`src/rtl/aes_io_pkg.sv`:
```
// Shared types and sizing helpers for the AES word-serial host front end.
package aes_io_pkg;

    localparam int unsigned AES_BLOCK_W = 128;
    localparam int unsigned TMO_W       = 10;

    typedef enum logic [2:0] {
        ST_IDLE,
        ST_COLLECT,
        ST_LAUNCH,
        ST_WAIT_CORE,
        ST_EMIT
    } aes_io_state_t;

    function automatic int unsigned nwords(input int unsigned word_w);
        return AES_BLOCK_W / word_w;
    endfunction

endpackage

```
`src/rtl/aes_word_pack.sv`:
```
// 128-bit word shift register: parallel load, MSB-first serial shift-in and shift-out.
module aes_word_pack
    import aes_io_pkg::*;
#(
    parameter int unsigned WORD_W = 32
) (
    input  logic                   clk,
    input  logic                   rst_n,
    input  logic                   load_i,
    input  logic [AES_BLOCK_W-1:0] load_data_i,
    input  logic                   shift_i,
    input  logic [WORD_W-1:0]      shift_in_i,
    output logic [WORD_W-1:0]      word_o,
    output logic [AES_BLOCK_W-1:0] shifted_o
);

    logic [AES_BLOCK_W-1:0] data_q, data_d;

    assign shifted_o = {data_q[AES_BLOCK_W-WORD_W-1:0], shift_in_i};
    assign word_o    = data_q[AES_BLOCK_W-1 -: WORD_W];

    always_comb begin
        data_d = data_q;
        if (load_i) begin
            data_d = load_data_i;
        end else if (shift_i) begin
            data_d = shifted_o;
        end
    end

    always_ff @(posedge clk or negedge rst_n) begin
        if (!rst_n) begin
            data_q <= '0;
        end else begin
            data_q <= data_d;
        end
    end

endmodule

```
`src/rtl/aes_word_io.sv`:
```
// Word-serial host front end: assembles keys/text blocks, launches the AES core, streams the result back.
module aes_word_io
    import aes_io_pkg::*;
#(
    parameter int unsigned WORD_W  = 32,
    parameter int unsigned TIMEOUT = 64
) (
    input  logic                   clk,
    input  logic                   reset,
    input  logic                   s_valid,
    output logic                   s_ready,
    input  logic [WORD_W-1:0]      s_data,
    input  logic                   s_is_key,
    input  logic                   s_encrypt,
    output logic [AES_BLOCK_W-1:0] core_key,
    output logic [AES_BLOCK_W-1:0] core_text,
    output logic                   core_start,
    output logic                   core_keyChange,
    output logic                   core_selCypher,
    input  logic                   core_done,
    input  logic [AES_BLOCK_W-1:0] core_result,
    output logic                   m_valid,
    input  logic                   m_ready,
    output logic [WORD_W-1:0]      m_data,
    output logic                   m_last,
    output logic                   busy,
    output logic                   err
);

    localparam int unsigned NWORDS = nwords(WORD_W);
    localparam int unsigned WCNT_W = $clog2(NWORDS);
    localparam logic [WCNT_W-1:0] WLAST   = WCNT_W'(NWORDS - 1);
    localparam logic [TMO_W-1:0]  TMOLAST = TMO_W'(TIMEOUT - 1);

    aes_io_state_t          state_q, state_d;
    logic [WCNT_W-1:0]      wcnt_q, wcnt_d;
    logic [TMO_W-1:0]       tmo_q, tmo_d;
    logic                   blk_type_q, blk_type_d;
    logic                   dir_q, dir_d;
    logic                   key_pending_q, key_pending_d;
    logic                   kp_save_q, kp_save_d;
    logic [AES_BLOCK_W-1:0] core_key_q, core_key_d;
    logic [AES_BLOCK_W-1:0] core_text_q, core_text_d;
    logic                   s_ready_q, s_ready_d;
    logic                   busy_q, busy_d;
    logic                   err_q, err_d;
    logic                   start_q, start_d;
    logic                   key_chg_q, key_chg_d;
    logic                   sel_cyp_q, sel_cyp_d;
    logic                   m_valid_q, m_valid_d;
    logic                   m_last_q, m_last_d;

    logic                   s_acc, m_acc, out_load, out_shift;
    logic [AES_BLOCK_W-1:0] in_block, out_shifted;
    logic [WORD_W-1:0]      in_word;
    logic                   unused_pack;

    assign s_acc = s_valid & s_ready_q;
    assign m_acc = m_valid_q & m_ready;

    aes_word_pack #(.WORD_W(WORD_W)) u_in_pack (
        .clk         (clk),
        .rst_n       (reset),
        .load_i      (1'b0),
        .load_data_i ('0),
        .shift_i     (s_acc),
        .shift_in_i  (s_data),
        .word_o      (in_word),
        .shifted_o   (in_block)
    );

    aes_word_pack #(.WORD_W(WORD_W)) u_out_pack (
        .clk         (clk),
        .rst_n       (reset),
        .load_i      (out_load),
        .load_data_i (core_result),
        .shift_i     (out_shift),
        .shift_in_i  ('0),
        .word_o      (m_data),
        .shifted_o   (out_shifted)
    );

    assign unused_pack = ^{in_word, out_shifted};

    // Next-state, datapath control and registered-output targets
    always_comb begin
        state_d       = state_q;
        wcnt_d        = wcnt_q;
        tmo_d         = tmo_q;
        blk_type_d    = blk_type_q;
        dir_d         = dir_q;
        key_pending_d = key_pending_q;
        kp_save_d     = kp_save_q;
        core_key_d    = core_key_q;
        core_text_d   = core_text_q;
        out_load      = 1'b0;
        out_shift     = 1'b0;
        err_d         = core_done && (state_q != ST_WAIT_CORE);

        case (state_q)
            ST_IDLE: begin
                if (s_acc) begin
                    blk_type_d = s_is_key;
                    if (!s_is_key) dir_d = s_encrypt;
                    wcnt_d  = WCNT_W'(1);
                    state_d = ST_COLLECT;
                end
            end
            ST_COLLECT: begin
                if (s_acc) begin
                    if (s_is_key != blk_type_q) begin
                        // Type switch mid-block: restart with this word as word 0
                        err_d      = 1'b1;
                        blk_type_d = s_is_key;
                        if (!s_is_key) dir_d = s_encrypt;
                        wcnt_d     = WCNT_W'(1);
                    end else if (wcnt_q == WLAST) begin
                        wcnt_d = '0;
                        if (blk_type_q) begin
                            core_key_d    = in_block;
                            key_pending_d = 1'b1;
                            state_d       = ST_IDLE;
                        end else begin
                            core_text_d = in_block;
                            state_d     = ST_LAUNCH;
                        end
                    end else begin
                        wcnt_d = wcnt_q + WCNT_W'(1);
                    end
                end
            end
            ST_LAUNCH: begin
                kp_save_d     = key_pending_q;
                key_pending_d = 1'b0;
                tmo_d         = '0;
                state_d       = ST_WAIT_CORE;
            end
            ST_WAIT_CORE: begin
                if (core_done) begin
                    out_load = 1'b1;
                    state_d  = ST_EMIT;
                end else if (tmo_q == TMOLAST) begin
                    err_d         = 1'b1;
                    key_pending_d = kp_save_q;
                    state_d       = ST_IDLE;
                end else begin
                    tmo_d = tmo_q + TMO_W'(1);
                end
            end
            ST_EMIT: begin
                if (m_acc) begin
                    out_shift = 1'b1;
                    if (wcnt_q == WLAST) begin
                        wcnt_d  = '0;
                        state_d = ST_IDLE;
                    end else begin
                        wcnt_d = wcnt_q + WCNT_W'(1);
                    end
                end
            end
            default: state_d = ST_IDLE;
        endcase

        s_ready_d = (state_d == ST_IDLE) || (state_d == ST_COLLECT);
        busy_d    = (state_d != ST_IDLE);
        start_d   = (state_d == ST_LAUNCH);
        key_chg_d = start_d & key_pending_q;
        sel_cyp_d = start_d & dir_d;
        m_valid_d = (state_d == ST_EMIT);
        m_last_d  = m_valid_d && (wcnt_d == WLAST);
    end

    always_ff @(posedge clk or negedge reset) begin
        if (!reset) begin
            state_q       <= ST_IDLE;
            wcnt_q        <= '0;
            tmo_q         <= '0;
            blk_type_q    <= 1'b0;
            dir_q         <= 1'b0;
            key_pending_q <= 1'b0;
            kp_save_q     <= 1'b0;
            core_key_q    <= '0;
            core_text_q   <= '0;
            s_ready_q     <= 1'b1;
            busy_q        <= 1'b0;
            err_q         <= 1'b0;
            start_q       <= 1'b0;
            key_chg_q     <= 1'b0;
            sel_cyp_q     <= 1'b0;
            m_valid_q     <= 1'b0;
            m_last_q      <= 1'b0;
        end else begin
            state_q       <= state_d;
            wcnt_q        <= wcnt_d;
            tmo_q         <= tmo_d;
            blk_type_q    <= blk_type_d;
            dir_q         <= dir_d;
            key_pending_q <= key_pending_d;
            kp_save_q     <= kp_save_d;
            core_key_q    <= core_key_d;
            core_text_q   <= core_text_d;
            s_ready_q     <= s_ready_d;
            busy_q        <= busy_d;
            err_q         <= err_d;
            start_q       <= start_d;
            key_chg_q     <= key_chg_d;
            sel_cyp_q     <= sel_cyp_d;
            m_valid_q     <= m_valid_d;
            m_last_q      <= m_last_d;
        end
    end

    assign s_ready        = s_ready_q;
    assign busy           = busy_q;
    assign err            = err_q;
    assign core_key       = core_key_q;
    assign core_text      = core_text_q;
    assign core_start     = start_q;
    assign core_keyChange = key_chg_q;
    assign core_selCypher = sel_cyp_q;
    assign m_valid        = m_valid_q;
    assign m_last         = m_last_q;

endmodule

```
`config.mk`:
```
export PLATFORM = sky130hd
export DESIGN_NAME = aes_word_io
export DESIGN_NICKNAME = d
export VERILOG_FILES = /design/src/rtl/aes_io_pkg.sv /design/src/rtl/aes_word_pack.sv /design/src/rtl/aes_word_io.sv
export SDC_FILE = /design/constraint.sdc
export NUM_CORES = 1
export LEC_CHECK = 0
export ABC_AREA = 1
export BUFFER_PORTS_ARGS = -buffer_cell sky130_fd_sc_hd__buf_2
export CORE_MARGIN = 1.5
export CORE_UTILIZATION = 50
export CTS_BUF_LIST = sky130_fd_sc_hd__clkbuf_16
export DETAILED_ROUTE_END_ITERATION = 6
export GPL_TIMING_DRIVEN = 0
export PLACE_DENSITY = 0.75
export SYNTH_ARGS = -nofsm -noshare
export SYNTH_HDL_FRONTEND = slang
export SYNTH_SLANG_ARGS = --single-unit
export TNS_END_PERCENT = 100
```
`constraint.sdc`:
```
create_clock -name clk -period 3.9 [get_ports clk]
set_clock_uncertainty 0.1 [all_clocks]
set_input_delay 0.195 -clock clk [delete_from_list [all_inputs] [get_ports clk]]
set_output_delay 0.195 -clock clk [all_outputs]
set_load 0.02 [all_outputs]
```
==> impl_metrics.csv <==
group,metric,value,unit
detailed_routing,drc,0,
logic_synthesis,synth_most_common_cell,"nand2_1",
sta,finalSetupTns,0,ns
placement,dp.final_hpwl,46.1,mm
logic_synthesis,synth-async-reset-ratio,100,%
sta,final-setup-viol-count,0,
die,fp.dieW,204,um
job,cap_violations,0,
critical_path,path_buf_inv,2,
power_and_ir_drop,p_per_area,698,nW/um2
logic_synthesis,synth_commonest_cells,"577 x nand2_1, 506 x dfrtp_1, 252 x inv_1",
clock_network,cts_buffer_depth,3,
placement,gp_congestion,0.892,
clock_network,numCtsBuffers,53,
sta,rsz0062_at_grt,"false",
clock_network,clk_pin_slew,0.06,ns
die,ios,463,
die,die_area,41800,um2
logic_synthesis,synthTopCellsByArea,"dfrtp_1 62%, nand2_1 11%, o21ai_1 6.2%",
logic_synthesis,synth-seq-cells,507,
sta,slew_violations,0,
logic_synthesis,synth_area,20300,um2
critical_path,worst_r2r_endpoint,"core_text[91]",
sta,fin_crit_sh,54.9,%
layout,syn_to_final_growth,31.5,%
placement,io_buffers,462,
logic_synthesis,yosysTopAreaCell,"dfrtp_1",
critical_path,cp.arrival,2.51,ns
clock_network,insertion_delay,0.60,ns
global_routing,grt_pass1_vias,18400,
clock_network,cts.sinks,507,
die,die_y,204,um
sta,tightest_slew,0.657,ns
die,core.rowCount,73,
logic_synthesis,synth_cell_type_count,32,
detailed_routing,ant_nets,0,
clock_network,cts-root-buf,"clkbuf_16",
detailed_routing,vias,17800,
critical_path,crit_chain,"nand2_1 > nor2_4 > nand3_4 > buf_2 > buf_6 > nand2_1 > o21ai_1",
critical_path,r2r-start,"s_ready",
clock_network,htreeDepth,2,
power_and_ir_drop,leakage,13.6,nW
critical_path,r2r_cells,7,
layout,fin_util,66.9,%
critical_path,worst-path-max-fanout,10,
detailed_routing,routed_wl,68.0,mm
detailed_routing,firstDrtPassIters,5,
detailed_routing,routed_via_density,5.44,
power_and_ir_drop,p_total,0.0186,W
global_routing,grt_usage,32.8,%
global_routing,grt_max_degree,129,
critical_path,worstSetupPathType,"flip-flop to flip-flop",
die,initial_core_util,50.8,%
layout,drive_above_1_share,25.8,%
critical_path,crit_top_cell,"nand2_1",
clock_network,cts_resized,0,
power_and_ir_drop,ir_worst_vdd,0.430,mV
global_routing,antenna_found_initial,0,
detailed_routing,wl_per_cell,20.7,um
logic_synthesis,seq_area_frac_synth,62.5,%
critical_path,critPathLaunchType,"flip-flop",
sta,hold_viol_final,0,
critical_path,r2r_slack,1.76,ns
logic_synthesis,synth.avg_cell_area,10.0,um2
critical_path,end_kind,"flip-flop",
logic_synthesis,synth_flop_cell,"dfrtp_1",
sta,final.min_clock_period,2.14,ns
layout,multi_input_area,5810,um2
run_status,status,"finished, final reports clean",
logic_synthesis,yosysWarnings,0,
worst_hold_path,hold_class,"input pin to async pin",
logic_synthesis,synth.top_cell.area_share,62.4,%
global_routing,grt_pass1_wl,105,mm
sta,max_freq,467,MHz
critical_path,critical_path.top_delay_family,"simple AND/OR/NAND/NOR gates",
layout,seq_area,12700,um2
critical_path,critPathMaxStageDelay,0.53,ns
critical_path,slowest_stage,"dfstp_2",
layout,nets,2880,
logic_synthesis,synth_edf_count,0,
detailed_routing,drt_iter0_drc,1367,
sta,timing.slew.headroom,56.2,%
critical_path,worstPathRequired,4.27,ns
global_routing,overflow,0,
sta,hold_slack,0.0297,ns
logic_synthesis,syn_inst,2023,
die,coreArea,39900,um2
clock_network,cts_tree,"done",
clock_network,postCtsSetupBuffers,0,
layout,nFillCells,2946,
logic_synthesis,syn-num-nets,2194,
[metrics by stage]
step	setup WS [ns]	instance area [um2]	std cells
3_3_place_gp	-7.35	23300	3010
4_1_cts	1.77	26700	3277
6_report	1.76	26700	3278
3_5_place_dp	1.80	23400	3014
5_1_grt	1.64	26700	3277
2_1_floorplan	2.20	20300	2023
[routing by layer]
layer  part of all wire, %  track usage [%]  vias up
met5                     0                0        -
met4                   5.6             18.6        0
met3                   8.7             7.38      284
met1                    38             40.8     8660
met2                    48             53.1     1007
li1                      -                -     7892
[layout make-up]
| cell class | instances | share of cell area (%) |
|---|---|---|
| antenna | 1 | 0.00938 |
| buffer | 114 | 3.07 |
| clock buffer | 55 | 5.16 |
| clock inverter | 43 | 1.01 |
| inverter | 259 | 3.65 |
| multi-input combinational | 1143 | 21.8 |
| sequential | 507 | 47.6 |
| tap | 525 | 2.46 |
| timing repair buffer | 631 | 15.3 |
[what timing repair did]
item                                   4_1_cts  5_1_grt
setup endpoints to repair                    0        0
hold buffers                               165        0
endpoints found under the hold margin      416        0
[cells by family (layout without fill, tap and decap cells)]
logic type / after synthesis / after routing / synth area share, %
buffers and inverters: 373 / 1102 / 8.84
AND/OR/NAND/NOR: 634 / 634 / 12.5
flip-flops: 507 / 507 / 62.5
XOR/XNOR: 3 / 3 / 0.129
other: 0 / 1 / 0
AO/OA/AOI/OAI: 502 / 502 / 15.8
adder cells (fa/ha/maj): 4 / 4 / 0.247
[state kept, by name, summed over array words and instances (netlist names), 2 cells and up]
name / cells
u_out_pack.data_q: 128
state_q: 3
core_text: 128
u_in_pack.data_q: 96
wcnt_q: 2
core_key: 128
tmo_q: 10
[how the worst max path moves through the flow]
stage                        from                     to  slack (ns)  depth (start not counted)
after global routing      s_ready          core_text[91]        1.64                          7
after CTS                 s_ready          core_text[91]        1.77                          7
after detailed placement  s_ready   u_in_pack.data_q[69]        1.80                          4
final                     s_ready          core_text[91]        1.76                          7
after floorplan           s_ready          core_text[85]        2.20                          7
after global placement      reset  u_out_pack.data_q[82]       -7.35                          1
[where the power goes]
group          switching (W)  internal (W)  total (W)
clock network        0.00212       0.00274    0.00486
logic                0.00393       0.00193    0.00586
registers           0.000933       0.00697    0.00790
total                0.00698        0.0116     0.0186
[worst reg2reg max path, cell delays in order, from the launching register on]
cell and delay, ns:
dfstp_2 0.53, nand2_1 0.29, nor2_4 0.31, nand3_4 0.14
buf_2 0.28, buf_6 0.20, nand2_1 0.09, o21ai_1 0.08
[cells in the final DEF, fill, tap and decap left out, drive strengths merged, types with 3 or more instances in the layout]
master and n:
a21oi 5, buf 561, bufinv 3, clkbuf 74, clkinv 33, dfrtp 506, dlygate4sd3 165, ha 4
inv 265, nand2 584, nand3 18, nand4 4, nor2 27, o211ai 34, o21ai 398, o221ai 62
xor2 3
No activity file was read; power rests on OpenSTA's default activity.
